<file path="src/rtl/led_sequencer_pkg.sv">
// Shared definitions for the LED sequencer.
// Holds the per-channel mode encodings, the activity FSM state encodings
// and a small helper that maps an "LED lit" request onto the drive level.
// No ports; imported by led_act_chan and led_sequencer.
package led_sequencer_pkg;

  typedef logic [1:0] mode_t;

  localparam mode_t MODE_OFF   = 2'b00;
  localparam mode_t MODE_ON    = 2'b01;
  localparam mode_t MODE_BLINK = 2'b10;
  localparam mode_t MODE_ACT   = 2'b11;

  localparam logic [1:0] ST_IDLE = 2'd0;
  localparam logic [1:0] ST_HOLD = 2'd1;
  localparam logic [1:0] ST_GAP  = 2'd2;

  // Outputs idle at ds and light up at the opposite level.
  function automatic logic drive_level(input logic lit, input logic ds);
    return lit ? ~ds : ds;
  endfunction

endpackage

</file>
<file path="src/rtl/led_act_chan.sv">
// One LED channel: activity pulse stretcher FSM plus the registered output.
// Ports:
//   clk_i, rst_ni  clock and asynchronous active-low reset
//   tick_i         shared prescaled tick (one clk wide)
//   phase_i        shared blink phase
//   mode_i         this channel's current mode
//   clr_i          mode write to this channel this cycle (forces IDLE)
//   act_i          activity strobe
//   led_o          registered LED drive
module led_act_chan
  import led_sequencer_pkg::*;
#(
  parameter logic        DS      = 1'b0,
  parameter int unsigned STRETCH = 50,
  parameter int unsigned GAP     = 25
) (
  input  logic  clk_i,
  input  logic  rst_ni,
  input  logic  tick_i,
  input  logic  phase_i,
  input  mode_t mode_i,
  input  logic  clr_i,
  input  logic  act_i,
  output logic  led_o
);

  localparam int unsigned CMAX = (STRETCH > GAP) ? STRETCH : GAP;
  localparam int unsigned CW   = $clog2(CMAX);
  localparam logic [CW-1:0] HOLD_LOAD = CW'(STRETCH - 1);
  localparam logic [CW-1:0] GAP_LOAD  = CW'(GAP - 1);

  logic [1:0]    state_q, state_d;
  logic [CW-1:0] cnt_q, cnt_d;
  logic          pend_q, pend_d;
  logic          led_q, led_d;

  // A mode write wins over everything, including an act in the same cycle.
  // Outside activity mode the FSM is parked in IDLE. In HOLD, an act seen on
  // the expiring tick still counts as a retrigger, which is what turns
  // continuous activity into on/off flicker instead of a solid LED.
  always_comb begin
    state_d = state_q;
    cnt_d   = cnt_q;
    pend_d  = pend_q;
    if (clr_i || (mode_i != MODE_ACT)) begin
      state_d = ST_IDLE;
      cnt_d   = '0;
      pend_d  = 1'b0;
    end else begin
      case (state_q)
        ST_IDLE: begin
          if (act_i) begin
            state_d = ST_HOLD;
            cnt_d   = HOLD_LOAD;
            pend_d  = 1'b0;
          end
        end
        ST_HOLD: begin
          pend_d = pend_q | act_i;
          if (tick_i) begin
            if (cnt_q != '0) begin
              cnt_d = cnt_q - 1'b1;
            end else if (pend_q | act_i) begin
              state_d = ST_GAP;
              cnt_d   = GAP_LOAD;
              pend_d  = 1'b0;
            end else begin
              state_d = ST_IDLE;
              pend_d  = 1'b0;
            end
          end
        end
        ST_GAP: begin
          pend_d = pend_q | act_i;
          if (tick_i) begin
            if (cnt_q != '0) begin
              cnt_d = cnt_q - 1'b1;
            end else begin
              state_d = ST_HOLD;
              cnt_d   = HOLD_LOAD;
              pend_d  = 1'b0;
            end
          end
        end
        default: begin
          state_d = ST_IDLE;
          cnt_d   = '0;
          pend_d  = 1'b0;
        end
      endcase
    end
  end

  // Output is computed from registered state only, so every input reaches
  // the pin one edge after it changes the channel state.
  always_comb begin
    led_d = DS;
    case (mode_i)
      MODE_OFF:   led_d = DS;
      MODE_ON:    led_d = ~DS;
      MODE_BLINK: led_d = drive_level(phase_i, DS);
      MODE_ACT:   led_d = drive_level(state_q == ST_HOLD, DS);
      default:    led_d = DS;
    endcase
  end

  always_ff @(posedge clk_i or negedge rst_ni) begin
    if (!rst_ni) begin
      state_q <= ST_IDLE;
      cnt_q   <= '0;
      pend_q  <= 1'b0;
      led_q   <= DS;
    end else begin
      state_q <= state_d;
      cnt_q   <= cnt_d;
      pend_q  <= pend_d;
      led_q   <= led_d;
    end
  end

  assign led_o = led_q;

endmodule

</file>
<file path="src/rtl/led_sequencer.sv">
// Multi-channel LED sequencer top.
// Owns the shared prescaler (tick), the shared blink phase generator, the
// per-channel mode registers and one led_act_chan per channel.
// Ports:
//   clk_i, rst_ni  clock and asynchronous active-low reset
//   cfg_we_i       config write strobe
//   cfg_adr_i      channel index; indices >= OW match no channel
//   cfg_dat_i      mode: 00 off, 01 on, 10 blink, 11 activity
//   act_i          per-channel activity strobes
//   led_o          registered LED drives
module led_sequencer
  import led_sequencer_pkg::*;
#(
  parameter int unsigned OW         = 4,
  parameter logic        DS         = 1'b0,
  parameter int unsigned PRE        = 28000,
  parameter int unsigned BLINK_HALF = 250,
  parameter int unsigned STRETCH    = 50,
  parameter int unsigned GAP        = 25
) (
  input  logic          clk_i,
  input  logic          rst_ni,
  input  logic          cfg_we_i,
  input  logic [3:0]    cfg_adr_i,
  input  logic [1:0]    cfg_dat_i,
  input  logic [OW-1:0] act_i,
  output logic [OW-1:0] led_o
);

  localparam int unsigned PW = $clog2(PRE);
  localparam int unsigned BW = $clog2(BLINK_HALF + 1);
  localparam logic [PW-1:0] PRE_LAST   = PW'(PRE - 1);
  localparam logic [BW-1:0] BLINK_LAST = BW'(BLINK_HALF - 1);

  logic [PW-1:0] pre_q, pre_d;
  logic [BW-1:0] blk_q, blk_d;
  logic          phase_q, phase_d;
  logic          tick;

  // Tick is decoded from the registered prescaler value, so it is a clean
  // one-cycle pulse. The blink phase flips each time its counter wraps,
  // and every blinking channel reads the same phase.
  assign tick = (pre_q == PRE_LAST);

  always_comb begin
    pre_d   = tick ? '0 : pre_q + 1'b1;
    blk_d   = blk_q;
    phase_d = phase_q;
    if (tick) begin
      if (blk_q == BLINK_LAST) begin
        blk_d   = '0;
        phase_d = ~phase_q;
      end else begin
        blk_d = blk_q + 1'b1;
      end
    end
  end

  always_ff @(posedge clk_i or negedge rst_ni) begin
    if (!rst_ni) begin
      pre_q   <= '0;
      blk_q   <= '0;
      phase_q <= 1'b0;
    end else begin
      pre_q   <= pre_d;
      blk_q   <= blk_d;
      phase_q <= phase_d;
    end
  end

  for (genvar i = 0; i < OW; i++) begin : g_chan
    logic  clr;
    mode_t mode_q, mode_d;

    // Full 4-bit address compare: an out-of-range index hits no channel.
    assign clr    = cfg_we_i && (cfg_adr_i == 4'(i));
    assign mode_d = clr ? cfg_dat_i : mode_q;

    always_ff @(posedge clk_i or negedge rst_ni) begin
      if (!rst_ni) begin
        mode_q <= MODE_OFF;
      end else begin
        mode_q <= mode_d;
      end
    end

    led_act_chan #(
      .DS     (DS),
      .STRETCH(STRETCH),
      .GAP    (GAP)
    ) u_chan (
      .clk_i  (clk_i),
      .rst_ni (rst_ni),
      .tick_i (tick),
      .phase_i(phase_q),
      .mode_i (mode_q),
      .clr_i  (clr),
      .act_i  (act_i[i]),
      .led_o  (led_o[i])
    );
  end

endmodule

</file>
<file path="config.mk">
export PLATFORM = sky130hd
export DESIGN_NAME = led_sequencer
export DESIGN_NICKNAME = d
export VERILOG_FILES = /design/src/rtl/led_sequencer_pkg.sv /design/src/rtl/led_act_chan.sv /design/src/rtl/led_sequencer.sv
export SDC_FILE = /design/constraint.sdc
export NUM_CORES = 1
export LEC_CHECK = 0
export ABC_AREA = 1
export BUFFER_PORTS_ARGS = -buffer_cell sky130_fd_sc_hd__buf_2
export CAP_MARGIN = 10
export CORE_ASPECT_RATIO = 0.8
export CORE_MARGIN = 2
export CORE_UTILIZATION = 50
export DETAILED_ROUTE_END_ITERATION = 16
export GPL_TIMING_DRIVEN = 0
export PLACE_DENSITY = 0.78
export SYNTH_ARGS = -nofsm -noshare
export SYNTH_HDL_FRONTEND = slang
export SYNTH_SLANG_ARGS = --single-unit
export TNS_END_PERCENT = 30
</file>
<file path="constraint.sdc">
create_clock -name clk_i -period 2.6 [get_ports clk_i]
set_input_delay 0.13 -clock clk_i [delete_from_list [all_inputs] [get_ports clk_i]]
set_output_delay 0.13 -clock clk_i [all_outputs]
set_load 0.05 [all_outputs]
</file>
==> key figures, run 1 <==
Yosys
  – Register area share after synthesis: 37.1%
  – Top cell type by total area after synthesis: dfrtp_1
  – Synth async-reset ratio: 100%
  – Mapped Avg Cell Area: 7.62 sq um
  – Mapped cell area: 4850 sq um
  – Yosys cell types: 40
  – Yosys warnings: 0
  – Post-synth EDFFs: 0
  – Area contributors post-synth: dfrtp_1 37%, nand2_1 11%, ha_1 7.0%, nand3_1 6.5%, inv_1 6.2%
  – Synth Register Bits: 72
  – Top-area cell type share of the netlist area: 37.1%
  – Synth Net Count: 677
  – Main flop type after synthesis: dfrtp_1
  – Cell count after synthesis: 637

Route
  – Post-Route WL: 10300 microns
  – Routed vias/inst: 5.41
  – Post-route ant nets: 0
  – Top layer in use: met4
  – Avg WL per Cell: 13.1 microns
  – Detailed-route via count: 4260
  – Metal-1 WL: 4790 microns
  – DRC: 0
  – Met2 WL: 4790 microns
  – First drt pass iteration count: 5
  – DR WL met3: 578 microns
  – Initial DRC Count: 334

Clock tree
  – CTS clk-pin slew, worst paths: 60 ps
  – Total CTS buffers: 9
  – CTS Buffer Depth: 2
  – Worst skew pair latency: 340 ps
  – Max H-tree Level: 3
  – CTS tree: yes
  – CTS Sinks: 72
  – Post-CTS Setup Bufs: 0
  – CTS root buf: clkbuf_16

Place
  – DP HPWL: 7690 microns
  – GPL Wtd Cong: 0.902
  – Placed Area: 5110 sq um
  – Port Buf Inserts: 16

Critical path
  – Critical path cell sequence: inv_1 -> ha_1 -> inv_1 -> nand2_1 -> nand3_2 -> o21bai_1 -> nand2_1 -> nand2_1 -> o21ai_1
  – Worst R2R Setup Slack: 830 ps
  – CP required: 2860 ps
  – Critical path's slowest cell: dfrtp_1
  – Crit start category: register
  – CP Capture Type: register
  – WS Path Type: reg2reg
  – Worst EP arrival: 2030 ps
  – Max stage delay on crit path: 410 ps
  – CP max FO: 5
  – Top cell by count, worst path: nand2_1

Power
  – PD cells: 576 nW/um^2
  – Total power: 3.11 mW
  – Peak VDD IR: 0.000343 V
  – Leakage power: 2.74 nW

Run
  – Max-Cap Viols: 0

Cells and area
  – Area growth syn-to-layout: 11.2%
  – Final Core Density: 56.6%
  – # nets final: 706
  – Post-route cell area: 5400 sq um
  – Fraction of layout cells with a size suffix above 1: 15.1%
  – Fill count: 864
  – N_diodes: 0

Floorplan
  – Num rows: 32
  – Core footprint: 9530 sq um
  – I/O Pins: 17
  – Die width: 114 microns
  – Die area: 10500 sq um
  – Die height: 92.1 microns
  – Initial core utilization: 50.9%

STA
  – Final hold vios: 0
  – Tmin final: 1770 ps
  – Slew Limit Fails: 0
  – Setup Skew: 8.52 ps
  – Unrepaired setup endpoints after global routing: false
  – Least-Margin Pin Slew: 415 ps
  – Rel. slew slack: 72.3%
  – Finish-stage setup viols: 0
  – Setup TNS: 0 ps
  – Max Clk Rate: 564 MHz
  – Final period util: 68.2%

GRT
  – Vias in the first global route: 4141
  – Largest net degree at the start of global routing: 51
  – First-pass GRT wire length: 18400 microns
  – Grt total ovfl: 0
  – GRT Util Overall: 21.6%
  – Initial antenna violation count: 0

Min path
  – Min-delay worst type: in2reg

Run status
  – Outcome: finished, final reports clean
[repair_timing]
action,4_1_cts,5_1_grt
hold endpoints to repair,22,0
hold buffers,1,0
resized for setup,0,0
[per-stage QoR]
step                setup slack [ps]  instances  hold slack [ps]
finish                           827        788              144
global route                     634        788              171
CTS                              845        788              141
detailed placement               863        773             60.9
global placement                 938        772              465
floorplan                       1090        637             -166
[flip-flops by register name (all words and copies together), names as in the netlist]
register               cells
blk_q                      8
pre_q                     15
g_chan.mode_q              8
g_chan.u_chan.pend_q       4
g_chan.u_chan.led_o        4
phase_q                    1
g_chan.u_chan.cnt_q       24
g_chan.u_chan.state_q      8
[critical path, delay by kind of cell, from the launching register on]
family          cells  cell delay [ps]
simple gates        4              540
fa+ha+maj           1              270
buf+inv             2              200
flops               1              410
compound gates      2              270
[cells in the mapped netlist, types with 2 or more instances]
| cell type | instances |
|---|---|
| nand2_1 | 144 |
| inv_1 | 80 |
| dfrtp_1 | 72 |
| nand3_1 | 63 |
| nor2_1 | 53 |
| o21ai_0 | 35 |
| ha_1 | 27 |
| o21ai_1 | 20 |
| nand4_1 | 19 |
| a21oi_1 | 15 |
| inv_2 | 11 |
| nand2_2 | 11 |
| nor2_4 | 9 |
| nor3_1 | 9 |
| xor2_1 | 9 |
| nor2_2 | 8 |
| nand3_2 | 7 |
| o21bai_1 | 6 |
| buf_4 | 4 |
| nand2_4 | 4 |
| or2_2 | 4 |
| nand3_4 | 3 |
| nand3b_1 | 3 |
| nor3b_1 | 2 |
| o211ai_1 | 2 |
| o21a_1 | 2 |
| o21ai_2 | 2 |
[where the power goes]
| part | internal [mW] | switching, mW | total [mW] |
|---|---|---|---|
| logic | 0.225 | 0.466 | 0.691 |
| registers | 1.20 | 0.0567 | 1.25 |
| clock network | 0.714 | 0.450 | 1.16 |
[kinds of logic after synthesis]
group,after synthesis,synth area share [%]
buffers and inverters,98,8.15
DFF,72,37.1
and+or+nand+nor,345,36.0
AOI/OAI and AO/OA,86,10.1
xor gates and xnor gates,9,1.62
adders and majority gates,27,6.96
[layout make-up]
type | instances | area (sq um) | area share, %
well taps | 119 | 149 | 2.76
inverters | 93 | 354 | 6.56
repair buffers | 18 | 120 | 2.23
plain buffers | 5 | 41.3 | 0.765
multi-input cells | 467 | 2660 | 49.2
clock buffers | 14 | 274 | 5.08
flip-flops and latches | 72 | 1800 | 33.4
[per-layer routing]
layer	GRT usage [%]	up-vias
met5	0	-
met4	6.20	0
met3	5.02	18
li1	-	2143
met1	28.9	1972
met2	35.1	127
[worst paths after layout]
kind	from	to	cells after the start
hold / removal	cfg_dat_i[1]	g_chan[3].mode_q[1]	3
setup reg to reg	g_chan[2].u_chan.state_q[1]	g_chan[2].u_chan.state_q[0]	9
hold reg to reg	g_chan[2].u_chan.cnt_q[0]	g_chan[2].u_chan.cnt_q[0]	2
max in group asynchronous	rst_ni	g_chan[2].u_chan.led_o	3
min in group asynchronous	rst_ni	g_chan[3].u_chan.cnt_q[3]	2
setup / recovery	g_chan[2].u_chan.state_q[1]	g_chan[2].u_chan.state_q[0]	9
[cell usage in the layout (no fill, tap or decap), drive strengths merged]
master	n
clkbuf	14
a31oi	1
o21ai	58
or2	4
a21oi	16
inv	91
buf	22
clkinv	2
o2111ai	1
xor2	9
nand3	73
nand4	20
dlygate4sd3	1
o21a	2
o211ai	2
nor2	71
nor3	10
nor4	1
nor3b	2
nand2	160
dfrtp	72
o21bai	6
ha	27
nand3b	4
No activity file was read; power rests on OpenSTA's default activity.
==> run 2: changes to the inputs <==
ABC_AREA = 0   (was 1)
PLACE_DENSITY = 0.79   (was 0.78)
clock period = 1.75 ns   (was 2.6 ns; I/O delays follow)
==> run 2 against run 1 <==
The flow now finishes with violations (setup timing). Cell area is 1.5% lower. Register-to-register slack worse by 1300 ps. First-iteration DRC count is 27% lower. Maximum frequency is 21% lower. Cell count is 21% lower. Flip-flop and latch count stayed put. Critical path type unchanged. Highest routed layer unchanged.
==> key figures, run 2 <==
Yosys
  – Synth Net Count: 495
  – Main flop type after synthesis: dfrtp_1
  – Area contributors post-synth: dfrtp_1 42%, ha_1 7.9%, o21ai_0 4.5%, a21oi_1 3.5%, nor2_1 3.5%
  – Top-area cell type share of the netlist area: 42.2%
  – Cell count after synthesis: 455
  – Synth async-reset ratio: 100%
  – Count leader, synth: dfrtp_1
  – Mapped cell area: 4270 sq um
  – Synth Register Bits: 72
  – Register area share after synthesis: 42.2%
  – Yosys warnings: 0
  – Post-synth EDFFs: 0
  – Top cell type by total area after synthesis: dfrtp_1
  – Post-synth top cells: 72 x dfrtp_1, 40 x nor2_1, 38 x o21ai_0
  – Mapped Avg Cell Area: 9.38 sq um
  – Yosys cell types: 58

GRT
  – Largest net degree at the start of global routing: 73
  – Grt total ovfl: 0
  – First-pass GRT wire length: 16000 microns
  – GRT Util Overall: 22.0%
  – Vias in the first global route: 3441
  – Initial antenna violation count: 0

Cells and area
  – Most common cell after layout, fill and taps aside: dfrtp_1
  – Commonest cells after routing, fill and taps aside: 71 x dfrtp_1, 39 x nor2_1, 35 x nand2_1
  – Fraction of layout cells with a size suffix above 1: 25.5%
  – Post-route cell area: 5320 sq um
  – Final Core Density: 63.5%
  – Final Instance Count excl. Fillers: 625
  – Area growth syn-to-layout: 24.6%
  – Biggest register: g_chan.u_chan.cnt_q
  – Area taken by multi-input logic gates: 2620 sq um
  – Reg area: 1800 sq um
  – Biggest regs: g_chan.u_chan.cnt_q: 24 flops, pre_q: 15 flops
  – # nets final: 548
  – Max reg flops: 24
  – Fill count: 634
  – N_diodes: 0

Route
  – Detailed-route via count: 3668
  – Post-route ant nets: 0
  – Avg WL per Cell: 16.1 microns
  – DRC: 0
  – First drt pass iteration count: 5
  – Post-Route WL: 10100 microns
  – Initial DRC Count: 243
  – Routed vias/inst: 5.87

Floorplan
  – Num rows: 30
  – Initial core utilization: 51.0%
  – Die height: 86.6 microns
  – Die width: 107 microns
  – I/O Pins: 17
  – Die area: 9300 sq um
  – Core footprint: 8370 sq um

Power
  – Peak VDD IR: 0.000500 V
  – PD cells: 943 nW/um^2
  – Total power: 5.02 mW
  – Leakage power: 2.29 nW

Critical path
  – CP max FO: 6
  – CP Capture Type: register
  – WS Path Type: reg2reg
  – CP required: 2000 ps
  – Worst EP arrival: 2510 ps
  – Crit start category: register

STA
  – Slew Limit Fails: 0
  – Setup TNS: -16970 ps
  – Finish-stage setup viols: 55
  – Final hold vios: 0
  – Worst hold margin: 73.2 ps
  – Rel. slew slack: 48.8%
  – Final period util: 129%
  – Setup Skew: 11.1 ps
  – Setup ws final: -503 ps
  – Tmin final: 2250 ps
  – Max Clk Rate: 444 MHz
  – Least-Margin Pin Slew: 758 ps
  – Unrepaired setup endpoints after global routing: true

Clock tree
  – Worst skew pair latency: 370 ps
  – CTS Sinks: 72
  – Total CTS buffers: 9
  – CTS tree: yes
  – CTS clk-pin slew, worst paths: 80 ps
  – CTS root buf: clkbuf_8
  – Max H-tree Level: 3
  – CTS Buffer Depth: 2

Min path
  – Min-delay worst type: in2reg

Place
  – GPL Wtd Cong: 0.869
  – Placed cell count: 583
  – Port Buf Inserts: 15
  – Pre-CTS setup slack: -818 ps
  – Placed Area: 4570 sq um
  – DP HPWL: 6170 microns

Run status
  – Failing checks: setup timing
  – Outcome: complete, but fails checks

Run
  – Max-Cap Viols: 0
[run 2: cell count changes in the layout (fill, tap and decap cells not counted), moves of 11 or more]
cell | previous run | this run
inv_1 | 80 | 21
xnor2_1 | 0 | 12
nor2_1 | 53 | 39
nand3_1 | 63 | 9
o21ai_0 | 35 | 20
nand2_1 | 144 | 35
buf_4 | 5 | 18
nand2_2 | 11 | 0
nand4_1 | 19 | 6
o21ai_1 | 20 | 9
mux2_2 | 0 | 13
[run 2: worst max-delay path, stage by stage (launching register included)]
cell and delay (ps):
dfrtp_1 390, or4b_4 560, or4_4 550, o21ai_4 250, buf_6 140, o21ai_2 40, a22o_1 200
[run 2: final timing paths]
check / from / end / slack [ps] / depth (start not counted)
worst min-delay path: act_i[1] / g_chan[1].u_chan.pend_q / 70 / 3
worst min register to register: blk_q[7] / blk_q[7] / 480 / 1
min in group asynchronous: rst_ni / pre_q[2] / 250 / 3
worst max register to register: pre_q[7] / g_chan[3].u_chan.cnt_q[2] / -500 / 6
max in group asynchronous: rst_ni / g_chan[2].u_chan.cnt_q[0] / 1190 / 3
worst max-delay path: pre_q[7] / g_chan[3].u_chan.cnt_q[2] / -500 / 6
[run 2: logic make-up after synthesis]
kind of cell               synth area share [%]
AOI/OAI and AO/OA                          17.6
xor gates and xnor gates                   3.49
adders and majority gates                  7.92
buffers and inverters                      3.25
DFF                                        42.2
muxes                                      4.37
and+or+nand+nor                            21.1
[run 2: what timing repair did]
item / in CTS / in global routing
buffers inserted: 12 / 11
hold endpoints to repair: 77 / 0
cloned: 1 / 0
pin swaps: 14 / 21
hold buffers: 3 / 0
gates resized for setup: 48 / 45
endpoints found under the setup margin: 55 / 56
[run 2: power by group]
part,leakage (nW),switching [mW],internal (mW)
Sequential,0.963,0.144,1.81
Combinational,1.21,0.907,0.626
Clock,0.113,0.681,0.846
Total,2.29,1.73,3.28
[run 2: layer usage]
metal  up-vias  global-route usage, %  routed length [microns]
li1       1757                      -                        -
met3        15                   7.37                      427
met1      1795                   28.6                     4470
met2       101                   35.0                     5030
met4         0                   6.49                      144
met5         -                      0                        0
[run 2: final cells by class]
| type | count | share of cell area, % |
|---|---|---|
| buffer | 9 | 1.53 |
| clock buffer | 10 | 2.59 |
| sequential | 72 | 33.9 |
| clock inverter | 6 | 1.69 |
| inverter | 23 | 1.62 |
| timing repair buffer | 43 | 6.75 |
| multi-input combinational | 350 | 49.3 |
| tap | 112 | 2.64 |
==> run 3: changes to the inputs <==
CORE_ASPECT_RATIO = 0.6   (was 0.8)
==> run 3 against run 2 <==
The run still ends with setup timing left. First-iteration DRC count increased by 25%. Combinational power about the same. Critical path depth increased by 3. Worst hold slack got worse by 34 ps. Largest power group is now clock. Highest routed layer unchanged.
==> key figures, run 3 (synthesis gave the netlist of run 2 again) <==
Route
  – Initial DRC Count: 303
  – First drt pass iteration count: 5
  – Routed vias/inst: 6.04
  – Post-route ant nets: 0
  – DRC: 0
  – Avg WL per Cell: 16.4 microns
  – Post-Route WL: 10100 microns
  – Detailed-route via count: 3741

Min path
  – Min-delay worst type: in2reg

Cells and area
  – # nets final: 542
  – Biggest register: g_chan.u_chan.cnt_q
  – Max reg flops: 24
  – Most common cell after layout, fill and taps aside: dfrtp_1
  – Fraction of layout cells with a size suffix above 1: 24.7%
  – Post-route cell area: 5360 sq um
  – Area taken by multi-input logic gates: 2630 sq um
  – N_diodes: 0
  – Commonest cells after routing, fill and taps aside: 72 x dfrtp_1, 37 x nor2_1, 34 x nand2_1
  – Final Core Density: 63.8%
  – Fill count: 692
  – Final Instance Count excl. Fillers: 619
  – Biggest regs: g_chan.u_chan.cnt_q: 24 flops, pre_q: 15 flops
  – Area growth syn-to-layout: 25.5%
  – Reg area: 1800 sq um

Place
  – DP HPWL: 6440 microns
  – Placed Area: 4540 sq um
  – Placed cell count: 582
  – GPL Wtd Cong: 0.867
  – Pre-CTS setup slack: -742 ps
  – Port Buf Inserts: 15

Floorplan
  – Die width: 123 microns
  – I/O Pins: 17
  – Die area: 9320 sq um
  – Die height: 75.6 microns
  – Core footprint: 8390 sq um
  – Num rows: 26
  – Initial core utilization: 50.8%

Clock tree
  – CTS clk-pin slew, worst paths: 60 ps
  – Max H-tree Level: 3
  – Worst skew pair latency: 340 ps
  – Total CTS buffers: 9
  – CTS root buf: clkbuf_16
  – CTS tree: yes
  – CTS Buffer Depth: 2
  – CTS Sinks: 72

STA
  – Setup Skew: 4.97 ps
  – Slew Limit Fails: 0
  – Worst hold margin: 39.2 ps
  – Rel. slew slack: 25.1%
  – Least-Margin Pin Slew: 1110 ps
  – Setup TNS: -17440 ps
  – Final hold vios: 0
  – Max Clk Rate: 444 MHz
  – Unrepaired setup endpoints after global routing: true
  – Final period util: 129%
  – Tmin final: 2250 ps
  – Finish-stage setup viols: 47
  – Setup ws final: -502 ps

Power
  – Leakage power: 2.31 nW
  – Total power: 5.61 mW
  – PD cells: 1050 nW/um^2
  – Peak VDD IR: 0.000473 V

GRT
  – Initial antenna violation count: 0
  – Largest net degree at the start of global routing: 73
  – Vias in the first global route: 3423
  – GRT Util Overall: 22.2%
  – Grt total ovfl: 0
  – First-pass GRT wire length: 16000 microns

Critical path
  – CP Launch Point: pre_q[0]
  – R2R depth: 9
  – WS Path Type: reg2reg
  – Worst R2R Setup Slack: -500 ps
  – Setup crit end: g_chan[2].u_chan.cnt_q[0]
  – CP max FO: 7
  – CP Capture Type: register
  – Worst EP arrival: 2470 ps
  – Crit start category: register
  – CP required: 1970 ps
  – Worst r2r src: pre_q[0]
  – Crit Reg-Reg Endpoint: g_chan[2].u_chan.cnt_q[0]

Run
  – Max-Cap Viols: 0

Run status
  – Failing checks: setup timing
  – Outcome: complete, but fails checks
run 3: cell types whose count changed in the layout (fill, tap and decap cells not counted), sizes merged:
cell,previous run,this run
buf,45,42
clkbuf,14,12
dlygate4sd3,3,1
bufinv,2,3
clkinv,2,1
clkinvlp,1,2
run 3: repair_timing:
| item | CTS | global route |
|---|---|---|
| pin swaps | 17 | 14 |
| resized for setup | 42 | 43 |
| buffers inserted | 12 | 8 |
| hold buffers | 1 | 0 |
| endpoints found under the setup margin | 55 | 56 |
| hold endpoints to repair | 72 | 0 |
| gates cloned | 1 | 0 |
run 3: layer usage:
metal  vias to the layer above  part of all wire, %  track usage (%)
li1                       1756                    -                -
met1                      1851                   46             29.9
met2                       111                   47             35.3
met3                        23                  5.0             5.99
met4                         0                  1.6             7.20
met5                         -                    0                0
run 3: final cells by class:
class | count | share of cell area, %
plain buffers | 9 | 1.52
flip-flops and latches | 72 | 33.6
well taps | 112 | 2.62
multi-input cells | 350 | 49.0
inverters | 23 | 1.61
clock buffers | 9 | 4.20
repair buffers | 37 | 5.16
clock inverters | 7 | 2.22
run 3: worst min-delay path by stage:
| stage | start | endpoint | slack, ps | cells after the start |
|---|---|---|---|---|
| 5_1_grt | cfg_dat_i[0] | g_chan[0].mode_q[0] | 30 | 2 |
| 2_1_floorplan | rst_ni | blk_q[0] | -210 | 0 |
| 3_5_place_dp | rst_ni | g_chan[3].u_chan.cnt_q[1] | 280 | 1 |
| 6_report | cfg_dat_i[0] | g_chan[0].mode_q[0] | 40 | 2 |
| 4_1_cts | cfg_dat_i[1] | g_chan[2].mode_q[1] | 30 | 2 |
| 3_3_place_gp | cfg_dat_i[0] | g_chan[0].mode_q[0] | 380 | 2 |
run 3: where the power goes:
group	switching (mW)	total [mW]	internal, mW
combinational	0.897	1.53	0.631
sequential	0.157	1.97	1.81
clock	0.721	2.11	1.39
total	1.78	5.61	3.84
run 3: critical path, cell delays in order, from the launching register on:
cell,delay (ps)
dfrtp_1,390
ha_2,220
nand4_1,260
nor4_4,330
buf_6,220
buf_4,140
buf_6,90
o22ai_4,80
and2_4,190
a22o_1,220
